### src/rtl/ifetch_unit.sv
// Instruction fetch stage: holds PC, fetches one word per retire via req/ack, selects next PC.
// Build option: define IFU_ALIGN_CHECK_EN to trap misaligned jr targets to EXC_VECTOR (adds misalign output).
module ifetch_unit #(
  parameter logic [31:0] RESET_PC = 32'h0000_0000
`ifdef IFU_ALIGN_CHECK_EN
  , parameter logic [31:0] EXC_VECTOR = 32'h0000_0180
`endif
) (
  input  logic        clk,
  input  logic        rst,
  input  logic [1:0]  pcsource,
  input  logic [31:0] ra,
  input  logic        adv,
  output logic        imem_req,
  output logic [31:0] imem_addr,
  input  logic        imem_ack,
  input  logic [31:0] imem_rdata,
  output logic [31:0] pc,
  output logic [31:0] pc4,
  output logic [31:0] inst,
  output logic [5:0]  op,
  output logic [5:0]  func,
  output logic        inst_valid
`ifdef IFU_ALIGN_CHECK_EN
  , output logic      misalign
`endif
);

  typedef enum logic [1:0] {
    ST_RST   = 2'b00,
    ST_FETCH = 2'b01,
    ST_HOLD  = 2'b10
  } state_t;

  state_t      state_reg, state_next;
  logic [31:0] pc_reg, pc_next;
  logic [31:0] inst_reg;
  logic        inst_valid_reg;
  logic        load_inst;
  logic        retire;
  logic        misalign_next;
  logic [31:0] branch_off;

  // State register
  always_ff @(posedge clk) begin
    if (rst) state_reg <= ST_RST;
    else     state_reg <= state_next;
  end

  // Next-state logic
  always_comb begin
    state_next = state_reg;
    case (state_reg)
      ST_RST:   state_next = ST_FETCH;
      ST_FETCH: if (imem_ack) state_next = ST_HOLD;
      ST_HOLD:  if (adv) state_next = ST_FETCH;
      default:  state_next = ST_RST;
    endcase
  end

  // Output / control decode
  always_comb begin
    imem_req  = (state_reg == ST_FETCH);
    load_inst = (state_reg == ST_FETCH) && imem_ack;
    retire    = (state_reg == ST_HOLD) && adv;
  end

  assign pc4 = pc_reg + 32'd4;

  always_comb begin
    branch_off    = {{14{inst_reg[15]}}, inst_reg[15:0], 2'b00};
    pc_next       = pc4;
    misalign_next = 1'b0;
    case (pcsource)
      2'b00: pc_next = pc4;
      2'b01: pc_next = pc4 + branch_off;
      2'b10: begin
`ifdef IFU_ALIGN_CHECK_EN
        if (ra[1:0] != 2'b00) begin
          pc_next       = EXC_VECTOR;
          misalign_next = 1'b1;
        end else begin
          pc_next = ra;
        end
`else
        // Low bits of a misaligned target are dropped silently
        pc_next = ra & 32'hFFFF_FFFC;
`endif
      end
      default: pc_next = {pc4[31:28], inst_reg[25:0], 2'b00};
    endcase
  end

  // Datapath registers; ack is only honoured while fetching
  always_ff @(posedge clk) begin
    if (rst) begin
      pc_reg         <= RESET_PC;
      inst_reg       <= 32'h0;
      inst_valid_reg <= 1'b0;
    end else if (load_inst) begin
      inst_reg       <= imem_rdata;
      inst_valid_reg <= 1'b1;
    end else if (retire) begin
      pc_reg         <= pc_next;
      inst_valid_reg <= 1'b0;
    end
  end

`ifdef IFU_ALIGN_CHECK_EN
  logic misalign_reg;
  always_ff @(posedge clk) begin
    if (rst) misalign_reg <= 1'b0;
    else     misalign_reg <= retire && misalign_next;
  end
  assign misalign = misalign_reg;
`else
  logic unused_misalign;
  assign unused_misalign = misalign_next;
`endif

  assign imem_addr  = pc_reg;
  assign pc         = pc_reg;
  assign inst       = inst_reg;
  assign op         = inst_reg[31:26];
  assign func       = inst_reg[5:0];
  assign inst_valid = inst_valid_reg;

endmodule

### config.mk
export PLATFORM = sky130hd
export DESIGN_NAME = ifetch_unit
export DESIGN_NICKNAME = d
export VERILOG_FILES = /design/src/rtl/ifetch_unit.sv
export SDC_FILE = /design/constraint.sdc
export NUM_CORES = 1
export LEC_CHECK = 0
export CAP_MARGIN = 20
export CORE_MARGIN = 2
export CORE_UTILIZATION = 30
export DETAILED_ROUTE_END_ITERATION = 8
export PLACE_DENSITY_LB_ADDON = 0.3
export SLEW_MARGIN = 15
export SYNTH_ARGS = -nofsm -noshare
export SYNTH_HDL_FRONTEND = slang
export SYNTH_SLANG_ARGS = --single-unit
### constraint.sdc
create_clock -name clk -period 7.23 [get_ports clk]
set_input_delay 1.446 -clock clk [delete_from_list [all_inputs] [get_ports clk]]
set_output_delay 1.446 -clock clk [all_outputs]
set_load 0.05 [all_outputs]
==> results of run 1 <==
[critical path, cell delays in order, from the launching register on]
cell and delay (ns):
dfxtp_1 0.47, and2_1 0.36, nand4_1 0.19, nor3_4 0.29
and4_1 0.39, nand4_1 0.19, xnor2_2 0.25, clkdlybuf4s50_1 0.86
[layer usage]
metal | vias up | global-route usage [%] | part of all wire, %
met5 | - | 0 | 0
met4 | 0 | 5.79 | 1.8
met3 | 22 | 3.21 | 6.2
met2 | 206 | 29.2 | 45
met1 | 2567 | 27.6 | 47
li1 | 2679 | - | -
[synth_stat cells (11+ instances only)]
| library cell | number | area (um2) |
|---|---|---|
| a21oi_1 | 69 | 345 |
| xnor2_1 | 32 | 280 |
| o21ai_0 | 16 | 80.1 |
| ha_1 | 36 | 450 |
| nand3_1 | 15 | 75.1 |
| dfxtp_1 | 65 | 1300 |
| xor2_1 | 16 | 140 |
| buf_4 | 48 | 360 |
| mux4_2 | 19 | 428 |
| nor3_1 | 11 | 55.1 |
| nand2_1 | 128 | 480 |
| a21o_1 | 19 | 143 |
| clkbuf_1 | 24 | 90.1 |
| nor2_1 | 39 | 146 |
[power groups by stage]
| stage | Sequential, mW | Clock (mW) | Combinational, mW |
|---|---|---|---|
| floorplan | 0.429 | 0 | 0.139 |
| global placement | 0.395 | 0 | 0.268 |
| detailed placement | 0.395 | 0 | 0.269 |
| CTS | 0.388 | 0.503 | 0.270 |
| global route | 0.389 | 0.517 | 0.286 |
| finish | 0.387 | 0.492 | 0.268 |
[metrics by stage]
stage                     instances  cell area (um2)  utilization (%)  setup slack (ns)
after floorplan                 686             5570                -              2.67
after global placement         1045             7440             41.3              2.79
after detailed placement       1046             7450             41.4              2.78
after CTS                      1062             7780             43.2              2.40
after global routing           1062             7780             43.2              2.22
final                          1062             7780             43.2              2.46
[cell usage in the layout (no fill, tap or decap), types with 19 or more instances in the layout]
cell type          n
clkdlybuf4s50_1  201
nand2_1          128
a21oi_1           69
dfxtp_1           65
nor2_1            38
ha_1              36
xnor2_1           32
a21o_1            19
mux4_2            19
[how the worst max path moves through the flow]
| stage | cells after the start | end | slack, ns | from |
|---|---|---|---|---|
| floorplan | 14 | imem_addr[25] | 2.67 | imem_addr[5] |
| global placement | 7 | pc4[31] | 2.79 | imem_addr[2] |
| detailed placement | 7 | pc4[31] | 2.78 | imem_addr[2] |
| CTS | 7 | pc4[31] | 2.40 | imem_addr[2] |
| global route | 7 | pc4[31] | 2.22 | imem_addr[2] |
| finish | 7 | pc4[31] | 2.46 | imem_addr[2] |
[area by class of cell]
type	count	area, um2	area share, %
sequential	65	1300	16.7
multi-input combinational	531	3740	48.0
clock inverter	6	91.3	1.17
inverter	10	37.5	0.482
timing repair buffer	211	2090	26.8
clock buffer	10	239	3.07
tap	229	287	3.68
[logic make-up (layout without fill, tap and decap cells)]
group	Yosys count	after routing	share of synthesized area, %
buffers and inverters	90	237	9.50
DFF	65	65	23.5
xor gates and xnor gates	50	50	8.17
adders and majority gates	37	37	8.48
other	1	6	0.0676
AOI/OAI and AO/OA	157	157	18.5
muxes	33	33	10.4
and+or+nand+nor	248	248	21.5
==> metrics.md, run 1 <==
| Metric | Value |
|---|---|
| TritonCTS clock tree | built |
| Crit path kind | reg -> out |
| Hold WC Path Type | reg -> reg |
| Startpoint types | flip-flop |
| # IOs | 212 |
| GR Overflow Total | 0 |
| Pwr dens | 147 nW/um2 |
| Crit path required time | 5.78 ns |
| Reg2reg setup slack | 3.19 ns |
| Final Hold Fails | 0 |
| Overall track demand over capacity in global routing | 19.1% |
| Post-DR wirelength/cell | 17.8 um |
| Reg clk slew, reported paths | 0.06 ns |
| Mapped Avg Cell Area | 8.14 um2 |
| Seq pwr share | 33.8% |
| Initial drt markers | 392 |
| First-pass GRT wire length | 29,500 um |
| Largest register FFs | 32 |
| Post-synthesis sequential area ratio | 23.5% |
| Net Sw Frac | 31.0% |
| TritonCTS buffer count | 9 |
| Largest net degree at the start of global routing | 64 |
| Post-Syn Area | 5550 um2 |
| N_diodes | 0 |
| First-pass DRT Iterations | 5 |
| Cell count after synthesis | 681 |
| Max Cap Viol | 0 |
| Hold Buf Count CTS | 0 |
| Starting Density | 30.8% |
| Die Span X | 140 um |
| Fin nets | 935 |
| Number of routed nets with antenna violations | 0 |
| Hold path startpoint | inst[16] |
| Leak pwr | 3.07 nW |
| Hold endpoint | inst[16] |
| RSZ-0062 raised after global routing | no |
| Residual DRC | 0 |
| Logic pwr share | 23.4% |
| NetSw | 0.356 mW |
| WHS Path Cells | 2 |
| Vias | 5,474 |
| Insertion delay to the later sink of the worst-skew pair | 0.34 ns |
| Post-CTS Setup Bufs | 0 |
| Worst-margin pin slew | 0.738 ns |
| Die ar. | 19,600 um2 |
| Worst vdd ir | 0.109 mV |
| Final GP Congestion | 0.839 |
| Final setup viols | 0 |
| Main synth FF type | dfxtp_1 |
| Outcome | finished, final reports clean |
| Syn. warnings | 0 |
| Fin. max-slew vios | 0 |
| Hold slack | 0.472 ns |
| Final setup TNS | 0 ns |
| Final period util | 66.0% |
| Htree depth | 3 |
| Reg2reg start | imem_addr[4] |
| Die Y | 140 um |
| Internal power | 0.792 mW |
| Cell count of the worst reg-to-reg path | 13 |
| Number of global-route vias before repair | 5,093 |
| # clock sinks | 65 |
| F_max | 209 MHz |
| CP arrival | 3.33 ns |
| Layout cell share with drive strength beyond 1 | 8.64% |
| RR Endpoint | imem_addr[25] |
| Post-route clock skew | 0.00615 ns |
| Crit end category | primary output |
| Vias/cell | 5.15 |
| CORE AREA | 18,000 um2 |
| Max-slew headroom | 50.8% |
| CTS root buf | clkbuf_16 |
| Rows | 49 |
| Netlist cell types | 72 |
| Seq cells post-synth | 65 |
| Synthesis-to-layout area growth | 40.4% |
| Bufs on Longest Clock Path | 2 |
| HPWL Detailed | 14,300 um |
| Initial antenna violation count | 0 |
| I/O Buffers | 203 |
| Ys async rst share | 0% |
| Fin crit period | 4.77 ns |
| Post-CTS resize count | 0 |
| Power consumption | 1.15 mW |
| Layout fillers | 1,814 |
| Clock network fraction of total power | 42.9% |
| CP Max Fanout | 7 |
| Post-synth EDFFs | 0 |
| Final wirelength | 18,900 um |
Note: power is estimated with default switching activity, not from simulation.
==> inputs of run 2 (changes only) <==
clock period = 4.7 ns   (was 7.23 ns; I/O delays follow)
==> metrics.md, run 2 (synthesis gave the netlist of run 1 again) <==
| Metric | Value |
|---|---|
| Fin. max-slew vios | 0 (unchanged) |
| Top delay family on crit path | simple AND/OR/NAND/NOR gates (unchanged) |
| Area post-placement | 7450 um2 (unchanged) |
| Final instance area | 7750 um2 (was 7780 um2) |
| First-pass GRT wire length | 29,100 um (was 29,500 um) |
| CORE AREA | 18,000 um2 (unchanged) |
| Hold Buf Count CTS | 0 (unchanged) |
| Clock network fraction of total power | 40.6% (was 42.9%) |
| Overall track demand over capacity in global routing | 18.9% (was 19.1%) |
| Final Hold Fails | 0 (unchanged) |
| Post-CTS resize count | 0 (unchanged) |
| Number of routed nets with antenna violations | 0 (unchanged) |
| Net Sw Frac | 32.3% (was 31.0%) |
| Seq pwr share | 35.3% (was 33.8%) |
| Final wirelength | 18,800 um (was 18,900 um) |
| Residual DRC | 0 (unchanged) |
| NetSw | 0.548 mW (was 0.356 mW) |
| Rows | 49 (unchanged) |
| Max-slew headroom | 36.7% (was 50.8%) |
| Largest net degree at the start of global routing | 38 (was 64) |
| Insertion delay to the later sink of the worst-skew pair | 0.34 ns (about the same) |
| Starting Density | 30.8% (unchanged) |
| Outcome | finished, final reports clean (unchanged) |
| First-pass DRT Iterations | 4 (was 5) |
| Leak pwr | 3.06 nW (was 3.07 nW) |
| CTS root buf | clkbuf_16 (unchanged) |
| Hold WC Path Type | reg -> reg (unchanged) |
| HPWL Detailed | 14,400 um (was 14,300 um) |
| Number of global-route vias before repair | 5,028 (was 5,093) |
| Htree depth | 3 (unchanged) |
| Final setup TNS | 0 ns (unchanged) |
| Internal power | 1.15 mW (was 0.792 mW) |
| Crit-path cells | nand4_4 > nor3_4 > nand4_1 > nor3_1 > xor2_1 > clkdlybuf4s50_1 (was and2_1 > nand4_1 > nor3_4 > and4_1 > nand4_1 > xnor2_2 > clkdlybuf4s50_1) |
| Startpoint types | flip-flop (unchanged) |
| Initial antenna violation count | 0 (unchanged) |
| Slowest CP cell | clkdlybuf4s50_1 (unchanged) |
| Worst vdd ir | 0.145 mV (was 0.109 mV) |
| Synthesis-to-layout area growth | 39.7% (was 40.4%) |
| Max Cap Viol | 0 (unchanged) |
| F_max | 234 MHz |
| Crit end category | primary output (unchanged) |
| Fin crit period | 4.27 ns |
| Reg clk slew, reported paths | 0.06 ns (about the same) |
| # IOs | 212 (unchanged) |
| Post-route clock skew | 0.0110 ns (was 0.00615 ns) |
| I/O Buffers | 203 (unchanged) |
| CP arrival | 3.33 ns (about the same) |
| Post-DR wirelength/cell | 17.7 um (was 17.8 um) |
| Reg2reg setup slack | 0.62 ns (was 3.19 ns) |
| Final setup viols | 0 (unchanged) |
| TritonCTS buffer count | 9 (unchanged) |
| Pwr dens | 219 nW/um2 (was 147 nW/um2) |
| GR Overflow Total | 0 (unchanged) |
| Initial drt markers | 380 (was 392) |
| Vias | 5,441 (was 5,474) |
| Final GP Congestion | 0.884 (was 0.839) |
| Die Span X | 140 um (unchanged) |
| Logic pwr share | 24.1% (was 23.4%) |
| Post-CTS Setup Bufs | 0 (unchanged) |
| Fin nets | 936 (was 935) |
| Commonest non-fill, non-tap cell in the layout | clkdlybuf4s50_1 (unchanged) |
| Crit path required time | 3.76 ns (was 5.78 ns) |
| Buffers & Inverters on Critical Path | 1 (unchanged) |
| Worst-margin pin slew | 0.949 ns (was 0.738 ns) |
| Layout cell share with drive strength beyond 1 | 8.75% (was 8.64%) |
| Vias/cell | 5.12 (was 5.15) |
| Die Y | 140 um (unchanged) |
| Most frequent cells in the layout | 201 x clkdlybuf4s50_1, 128 x nand2_1, 69 x a21oi_1 (unchanged) |
| N_diodes | 0 (unchanged) |
| Crit path kind | reg -> out (unchanged) |
| Die ar. | 19,600 um2 (unchanged) |
| Layout fillers | 1,861 (was 1,814) |
| TritonCTS clock tree | built (unchanged) |
| Largest register FFs | 32 (unchanged) |
| Final period util | 90.9% |
| Largest stage delay, worst path | 0.88 ns (was 0.86 ns) |
| RSZ-0062 raised after global routing | no (unchanged) |
| Bufs on Longest Clock Path | 2 (unchanged) |
| # clock sinks | 65 (unchanged) |
| CP Max Fanout | 9 (was 7) |
==> run 2: cell types whose count changed in the layout (fill, tap and decap cells not counted), sizes merged <==
cell,delta
buf,+1
bufinv,-1
clkbuf,-1
clkinv,+2
==> run 2: worst paths after layout <==
path                     start            end  depth (start not counted)
setup / recovery  imem_addr[4]        pc4[30]                          6
hold / removal        inst[31]       inst[31]                          2
setup reg to reg  imem_addr[4]  imem_addr[25]                         13
hold reg to reg       inst[31]       inst[31]                          2
==> run 2: per-stage QoR <==
step / power [mW] / hold slack, ns / util (%) / setup slack (ns) / instances
final: 1.70 / 0.477 / 43.0 / 0.427 / 1063
after global routing: 1.76 / 0.502 / 43.0 / 0.318 / 1063
after CTS: 1.71 / 0.476 / 43.0 / 0.456 / 1063
after detailed placement: 1.02 / 0.465 / 41.4 / 0.688 / 1047
after global placement: 1.02 / 0.460 / 41.4 / 0.805 / 1047
after floorplan: 0.874 / 0.534 / - / 0.138 / 686
==> run 2: worst register-to-register path, stage by stage (launching register included) <==
cell and delay [ns]:
dfxtp_1 0.56, nand4_4 0.22, nor3_4 0.30, and4_4 0.29
and4_4 0.24, xor2_1 0.26, ha_1 0.27, nand4_1 0.18
or3_1 0.42, o22ai_1 0.26, o31a_1 0.27, nor2_1 0.09
mux4_2 0.45, a22o_1 0.18
==> run 2: power by group through the flow <==
stage / Combinational [mW] / Sequential [mW] / Clock [mW]
final: 0.408 / 0.598 / 0.688
after global routing: 0.435 / 0.602 / 0.726
after CTS: 0.410 / 0.598 / 0.704
after detailed placement: 0.408 / 0.610 / 0
after global placement: 0.407 / 0.610 / 0
after floorplan: 0.214 / 0.660 / 0
==> run 2: area by class of cell <==
cell class | count | area [um2] | area share, %
multi-input cells | 531 | 3740 | 48.2
clock buffers | 9 | 225 | 2.91
flip-flops and latches | 65 | 1300 | 16.8
repair buffers | 212 | 2090 | 27.0
well taps | 229 | 287 | 3.70
clock inverters | 7 | 71.3 | 0.920
inverters | 10 | 37.5 | 0.484
==> run 2: metal layers <==
layer	track usage (%)	share of wire, %
met1	26.9	47
met2	29.4	45
met3	3.32	6.4
met4	5.79	1.5
met5	0	0
